### src/rtl/lifo_stack_param_pkg.sv
// Package: lifo_stack_param_pkg
// Purpose : Shared definitions for the parametrised LIFO stack.
//           - Default data width and depth.
//           - A constant ceil(log2) helper used to size the stack pointer
//             and the storage address.
//           - The operation encoding that the top-level priority decode
//             resolves to on each clock edge.
// Ports   : none (package)
package lifo_stack_param_pkg;

  localparam int DEFAULT_DATA_W = 32;
  localparam int DEFAULT_DEPTH  = 64;

  // ceil(log2(value)); returns 0 for value <= 1.
  function automatic int stackClog2(input int value);
    int result;
    int remaining;
    result    = 0;
    remaining = value - 1;
    while (remaining > 0) begin
      result    = result + 1;
      remaining = remaining >> 1;
    end
    return result;
  endfunction

  // One operation is selected per edge, in strict priority order.
  typedef enum logic [2:0] {
    OP_IDLE,
    OP_FLUSH,
    OP_REPLACE,        // push+pop on a non-empty stack: overwrite top
    OP_PUSH_ON_EMPTY,  // push+pop on an empty stack: push, flag underflow
    OP_PUSH,
    OP_OVERFLOW,       // push while full: write suppressed
    OP_POP,
    OP_UNDERFLOW       // pop while empty: nothing moves
  } stackOp_e;

endpackage

### src/rtl/lifo_stack_param_regfile.sv
// Module : lifo_stack_param_regfile
// Purpose: DEPTH x DATA_W storage for the stack. One synchronous write
//          port and one asynchronous read port, so the top-of-stack word
//          is available in the same cycle the pointer selects it.
//          Contents are deliberately not reset.
// Ports  :
//   clk    in  1       clock, rising edge
//   we     in  1       write enable
//   waddr  in  ADDR_W  write address
//   wdata  in  DATA_W  write data
//   raddr  in  ADDR_W  read address
//   rdata  out DATA_W  read data (combinational)
module lifo_stack_param_regfile #(
  parameter int DATA_W = 32,
  parameter int DEPTH  = 64,
  parameter int ADDR_W = 6
) (
  input  logic              clk,
  input  logic              we,
  input  logic [ADDR_W-1:0] waddr,
  input  logic [DATA_W-1:0] wdata,
  input  logic [ADDR_W-1:0] raddr,
  output logic [DATA_W-1:0] rdata
);

  logic [DATA_W-1:0] mem [DEPTH];

  always_ff @(posedge clk) begin
    if (we) begin
      mem[waddr] <= wdata;
    end
  end

  assign rdata = mem[raddr];

endmodule

### src/rtl/lifo_stack_param.sv
// Module : lifo_stack_param
// Purpose: Parametrised LIFO stack for the MEM-stage PUSH/POP path.
//          Supports replace-top (push+pop together), synchronous flush,
//          an almost-full threshold and sticky overflow/underflow flags.
//          The top entry is visible combinationally on Data_out so a pop
//          receives its data in the same cycle.
// Ports  :
//   CLK          in  1       clock, rising edge
//   RST          in  1       asynchronous reset, active low
//   PUSH         in  1       push Data_in this cycle
//   POP          in  1       pop top entry this cycle
//   FLUSH        in  1       synchronous empty, overrides PUSH/POP
//   CLR_ERR      in  1       synchronous clear of OVF/UNF
//   Data_in      in  DATA_W  word to push / replace top
//   Data_out     out DATA_W  top-of-stack, 0 when empty
//   SP           out SP_W    occupancy (index of next free slot)
//   FULL         out 1       SP == DEPTH
//   EMPTY        out 1       SP == 0
//   ALMOST_FULL  out 1       SP >= AF_LEVEL
//   OVF          out 1       sticky: push while full without pop
//   UNF          out 1       sticky: pop while empty
module lifo_stack_param
  import lifo_stack_param_pkg::*;
#(
  parameter int DATA_W   = DEFAULT_DATA_W,
  parameter int DEPTH    = DEFAULT_DEPTH,
  parameter int SP_W     = stackClog2(DEPTH + 1),
  parameter int AF_LEVEL = DEPTH - 4
) (
  input  logic              CLK,
  input  logic              RST,
  input  logic              PUSH,
  input  logic              POP,
  input  logic              FLUSH,
  input  logic              CLR_ERR,
  input  logic [DATA_W-1:0] Data_in,
  output logic [DATA_W-1:0] Data_out,
  output logic [SP_W-1:0]   SP,
  output logic              FULL,
  output logic              EMPTY,
  output logic              ALMOST_FULL,
  output logic              OVF,
  output logic              UNF
);

  localparam int ADDR_W = stackClog2(DEPTH);
  // Shallow stacks would give a negative default threshold; clamp to 0.
  localparam int AF_CLAMPED = (AF_LEVEL < 0) ? 0 : AF_LEVEL;

  logic [SP_W-1:0]   spReg, spNext;
  logic              ovfReg, unfReg;
  logic              ovfSet, unfSet;
  logic              isEmpty, isFull;
  stackOp_e          op;

  logic              wrEn;
  logic [ADDR_W-1:0] wrAddr;
  logic [ADDR_W-1:0] topAddr;
  logic [ADDR_W-1:0] freeAddr;
  logic [DATA_W-1:0] topData;

  assign isEmpty  = (spReg == '0);
  assign isFull   = (spReg == SP_W'(DEPTH));
  // spReg - 1 wraps when empty, but the read is masked and no write uses
  // it in that case, so the wrapped value is harmless.
  assign topAddr  = ADDR_W'(spReg - SP_W'(1));
  assign freeAddr = ADDR_W'(spReg);

  // Priority decode: flush, then push+pop, then push, then pop.
  always_comb begin
    op = OP_IDLE;
    if (FLUSH) begin
      op = OP_FLUSH;
    end else if (PUSH && POP) begin
      op = isEmpty ? OP_PUSH_ON_EMPTY : OP_REPLACE;
    end else if (PUSH) begin
      op = isFull ? OP_OVERFLOW : OP_PUSH;
    end else if (POP) begin
      op = isEmpty ? OP_UNDERFLOW : OP_POP;
    end
  end

  always_comb begin
    spNext = spReg;
    wrEn   = 1'b0;
    wrAddr = freeAddr;
    ovfSet = 1'b0;
    unfSet = 1'b0;
    case (op)
      OP_FLUSH: begin
        spNext = '0;
      end
      OP_REPLACE: begin
        wrEn   = 1'b1;
        wrAddr = topAddr;
      end
      OP_PUSH_ON_EMPTY: begin
        wrEn   = 1'b1;
        wrAddr = '0;
        spNext = SP_W'(1);
        unfSet = 1'b1;
      end
      OP_PUSH: begin
        wrEn   = 1'b1;
        wrAddr = freeAddr;
        spNext = spReg + SP_W'(1);
      end
      OP_OVERFLOW: begin
        ovfSet = 1'b1;
      end
      OP_POP: begin
        spNext = spReg - SP_W'(1);
      end
      OP_UNDERFLOW: begin
        unfSet = 1'b1;
      end
      default: begin
      end
    endcase
  end

  always_ff @(posedge CLK or negedge RST) begin
    if (!RST) begin
      spReg  <= '0;
      ovfReg <= 1'b0;
      unfReg <= 1'b0;
    end else begin
      spReg <= spNext;
      // A new error event in the same cycle as CLR_ERR keeps the flag set.
      if (ovfSet) begin
        ovfReg <= 1'b1;
      end else if (CLR_ERR) begin
        ovfReg <= 1'b0;
      end
      if (unfSet) begin
        unfReg <= 1'b1;
      end else if (CLR_ERR) begin
        unfReg <= 1'b0;
      end
    end
  end

  lifo_stack_param_regfile #(
    .DATA_W (DATA_W),
    .DEPTH  (DEPTH),
    .ADDR_W (ADDR_W)
  ) uRegfile (
    .clk   (CLK),
    .we    (wrEn),
    .waddr (wrAddr),
    .wdata (Data_in),
    .raddr (topAddr),
    .rdata (topData)
  );

  // Storage is not reset, so the empty case must be forced to zero.
  assign Data_out    = isEmpty ? '0 : topData;
  assign SP          = spReg;
  assign EMPTY       = isEmpty;
  assign FULL        = isFull;
  assign ALMOST_FULL = (spReg >= SP_W'(AF_CLAMPED));
  assign OVF         = ovfReg;
  assign UNF         = unfReg;

endmodule

### config.mk
export PLATFORM = sky130hd
export DESIGN_NAME = lifo_stack_param
export DESIGN_NICKNAME = d
export VERILOG_FILES = /design/src/rtl/lifo_stack_param_pkg.sv /design/src/rtl/lifo_stack_param_regfile.sv /design/src/rtl/lifo_stack_param.sv
export SDC_FILE = /design/constraint.sdc
export NUM_CORES = 2
export LEC_CHECK = 0
export ABC_AREA = 0
export BUFFER_PORTS_ARGS = -buffer_cell sky130_fd_sc_hd__buf_2
export CORE_ASPECT_RATIO = 0.7
export CORE_MARGIN = 5
export CORE_UTILIZATION = 34
export CTS_CLUSTER_SIZE = 10
export DETAILED_ROUTE_END_ITERATION = 6
export PLACE_DENSITY_LB_ADDON = 0.12
export SYNTH_ARGS = -nofsm -noshare
export SYNTH_HDL_FRONTEND = slang
export SYNTH_SLANG_ARGS = --single-unit
### constraint.sdc
create_clock -name CLK -period 5.6 [get_ports CLK]
set_input_delay 0 -clock CLK [delete_from_list [all_inputs] [get_ports CLK]]
set_output_delay 0 -clock CLK [all_outputs]
set_load 0.05 [all_outputs]
==> impl_metrics.tcl <==
set metrics [dict create \
    cts_root_buf "clkbuf_16" \
    fin_area_um2 91500 \
    netlist_area_um2 79100 \
    place_hpwl_um 134000 \
    remaining_drc_errors 0 \
    overflow 0 \
    path_clk_slew_ns 0.05 \
    setup_viol 0 \
    whs_path_depth 5 \
    min_path_type "input pin to register" \
    gp_congestion 0.808 \
    final_nets 4014 \
    rsz0062_at_grt "false" \
    core_um2 232000 \
    p_leak_nw 27.9 \
    crit_type "register to output port" \
    swShare_pct 38.2 \
    tns_ns 0 \
    power.internal_mw 31.7 \
    critPathMaxStageDelay_ns 0.80 \
    die_y_um 414 \
    area_growth_syn_to_layout_pct 15.7 \
    period_minus_slack_ns 5.17 \
    grt_usage_pct 18.8 \
    skew_ns 0.0533 \
    htree_num_levels 4 \
    clock_path_buffers 4 \
    clkPwrFrac_pct 25.6 \
    fill_cells 20500 \
    final_common_cell "edfxtp_1" \
    cts_made_buffers 233 \
    power.net_switching_mw 19.7 \
    pwr-share-seq_pct 34.0 \
    async_flop_share_pct 0.438 \
    syn_inst 3618 \
    final_cell_mix "2048 x edfxtp_1, 560 x mux4_2, 331 x nand2_1, 234 x clkbuf_16, 175 x buf_4" \
    num_rows 148 \
    cts_resized 0 \
    grt_pass1_wl_um 320000 \
    synth-seq-cells 2057 \
    ys_warn_count 0 \
    crit_path_start_kind "register" \
    reg2reg_slack_ns 0.89 \
    syn_area_per_cell_um2 21.9 \
    worstMarginPinSlew_ns 1.33 \
    die_w_um 587 \
    drt_first_pass_iters 5 \
    totalWireLength_um 231000 \
    maxCapViolCount 0 \
    required_ns 5.60 \
    peakVddDrop_mv 0.926 \
    crit_chain "inv_1 > ha_4 > buf_12 > buf_12 > mux4_2 > mux4_2 > a22oi_1 > o21ai_0 > buf_2" \
    grt_start_max_net_pins 89 \
    finalCritPeriodShare_pct 92.3 \
    avgRoutedWirePerCell_um 32.5 \
    viasPerCell 5.44 \
    max_freq_mhz 193 \
    r2r_cells 10 \
    antenna_found_initial 16 \
    finalHoldViolations 0 \
    hold_start "PUSH" \
    ys_types 69 \
    drive_gt1_share_pct 29.2 \
    whs_endpoint "SP[0]$_DFFE_PN0P_" \
    crit_fanout 46 \
    power_density_nw_per_um2 562 \
    hold_ws_ns 0.0894 \
    post-route-util_pct 39.4 \
    placed_cells 6772 \
    io_pins 82 \
    place_area_um2 85000 \
    cp_slowest_cell "ha_4" \
    slew-limit-headroom_pct 10.7 \
    clkLatencyLatePin_ns 0.85 \
    ys_seq_area_share_pct 78.0 \
    numPortBuffers 81 \
    routed-via-count 38600 \
    drv_slew 0 \
    critPathArrivalTime_ns 5.17 \
    synth_flop_cell "edfxtp_1" \
    r2r_end "uRegfile.mem[59][11]$_DFFE_PP_" \
    syn_nets 3660 \
    status "complete, no violations" \
    cp-end-kind "output port" \
    synth_edf_count 2048 \
    combPwrFrac_pct 40.4 \
    clock-sinks 2057 \
    drtIter0Drc 4638 \
    dieArea_um2 243000 \
    floorplan.initialDensity_pct 34.1 \
    cts_tree "built" \
    ant_nets 0 \
    grt_pass1_vias 38500 \
    worstReg2RegStart "SP[0]$_DFFE_PN0P_" \
    stdcell_count 7098 \
]
## sequential cells by signal, indices dropped and copies added (netlist names)
name,cells
UNF,1
OVF,1
SP,7
uRegfile.mem,2048
## cells by family after synthesis
family | synth area share [%]
AND/OR/NAND/NOR | 3.50
flip-flops | 78.0
XOR/XNOR | 0.111
AO/OA/AOI/OAI | 1.18
adder cells (fa/ha/maj) | 0.0633
multiplexers | 16.0
buffers and inverters | 1.12
## synth_stat cells (all sizes together), types with 2 or more instances
master	number	area share, %
o21ai	42	0.27
a22oi	25	0.24
or2	3	0.024
o21bai	2	0.024
o31ai	4	0.044
ha	4	0.063
nand3	152	0.96
and2	2	0.016
nand2	331	1.6
o211ai	2	0.025
o32ai	3	0.033
a31oi	13	0.10
nor3	9	0.070
clkbuf	126	0.60
a221o	3	0.038
and3	2	0.022
xor2	2	0.022
o311ai	4	0.044
nor2	86	0.41
nand4	38	0.30
dfrtp	9	0.28
mux4	560	16
a21oi	14	0.10
xnor2	8	0.089
o21a	2	0.019
nor2b	3	0.024
inv	9	0.043
o41ai	2	0.022
o22ai	3	0.041
buf	75	0.48
edfxtp	2048	78
a211oi	2	0.025
or3	5	0.040
mux2i	5	0.063
## power groups by stage
stage / Clock, mW / Sequential, mW / Combinational (mW)
after global placement: 0 / 17.8 / 21.3
after floorplan: 0 / 17.8 / 11.8
final: 13.1 / 17.5 / 20.8
after detailed placement: 0 / 17.8 / 21.3
after CTS: 13.5 / 17.5 / 21.4
after global routing: 14.2 / 17.5 / 21.9
## per-stage QoR
stage,power (mW),setup slack [ns]
detailed placement,39.1,0.876
finish,51.4,0.431
global route,53.6,0.323
CTS,52.4,0.342
floorplan,29.6,0.307
global placement,39.1,0.857
## metal layers
layer / up-vias / wire, um / global-route usage (%)
met5: - / 13 / 0
met4: 2 / 3580 / 3.28
met3: 237 / 14500 / 3.39
met2: 1332 / 99300 / 26.9
met1: 21300 / 113000 / 30.0
li1: 15800 / - / -
## repair_timing
| action | in CTS | in global routing |
|---|---|---|
| buffers inserted | 0 | 0 |
| setup endpoints to repair | 0 | 0 |
| hold endpoints to repair | 2066 | 0 |
| hold buffers | 40 | 0 |
## area by class of cell
type	count	area [um^2]	share of cell area, %
antenna	5	12.5	0.0137
clock buffer	271	5990	6.55
clock inverter	10	118	0.129
inverter	10	37.5	0.0410
multi-input combinational	1350	17100	18.7
sequential	2057	61700	67.5
tap	3075	3850	4.20
timing repair buffer	320	2630	2.87
## worst max-delay path, delay by kind of cell (launching register included)
| family | cells | cell delay (ns) |
|---|---|---|
| buffers and inverters | 4 | 1.18 |
| muxes | 2 | 0.95 |
| adders and majority gates | 1 | 0.80 |
| AOI/OAI and AO/OA | 2 | 0.61 |
| DFF | 1 | 0.50 |
## worst max-delay path by stage
stage,from,endpoint
detailed placement,SP[0]$_DFFE_PN0P_,uRegfile.mem[59][11]$_DFFE_PP_
global route,SP[0]$_DFFE_PN0P_,Data_out[24]
global placement,SP[0]$_DFFE_PN0P_,Data_out[7]
finish,SP[0]$_DFFE_PN0P_,Data_out[24]
floorplan,SP[0]$_DFFE_PN0P_,uRegfile.mem[38][0]$_DFFE_PP_
CTS,SP[0]$_DFFE_PN0P_,Data_out[2]
(Power assumes the default switching activity.)
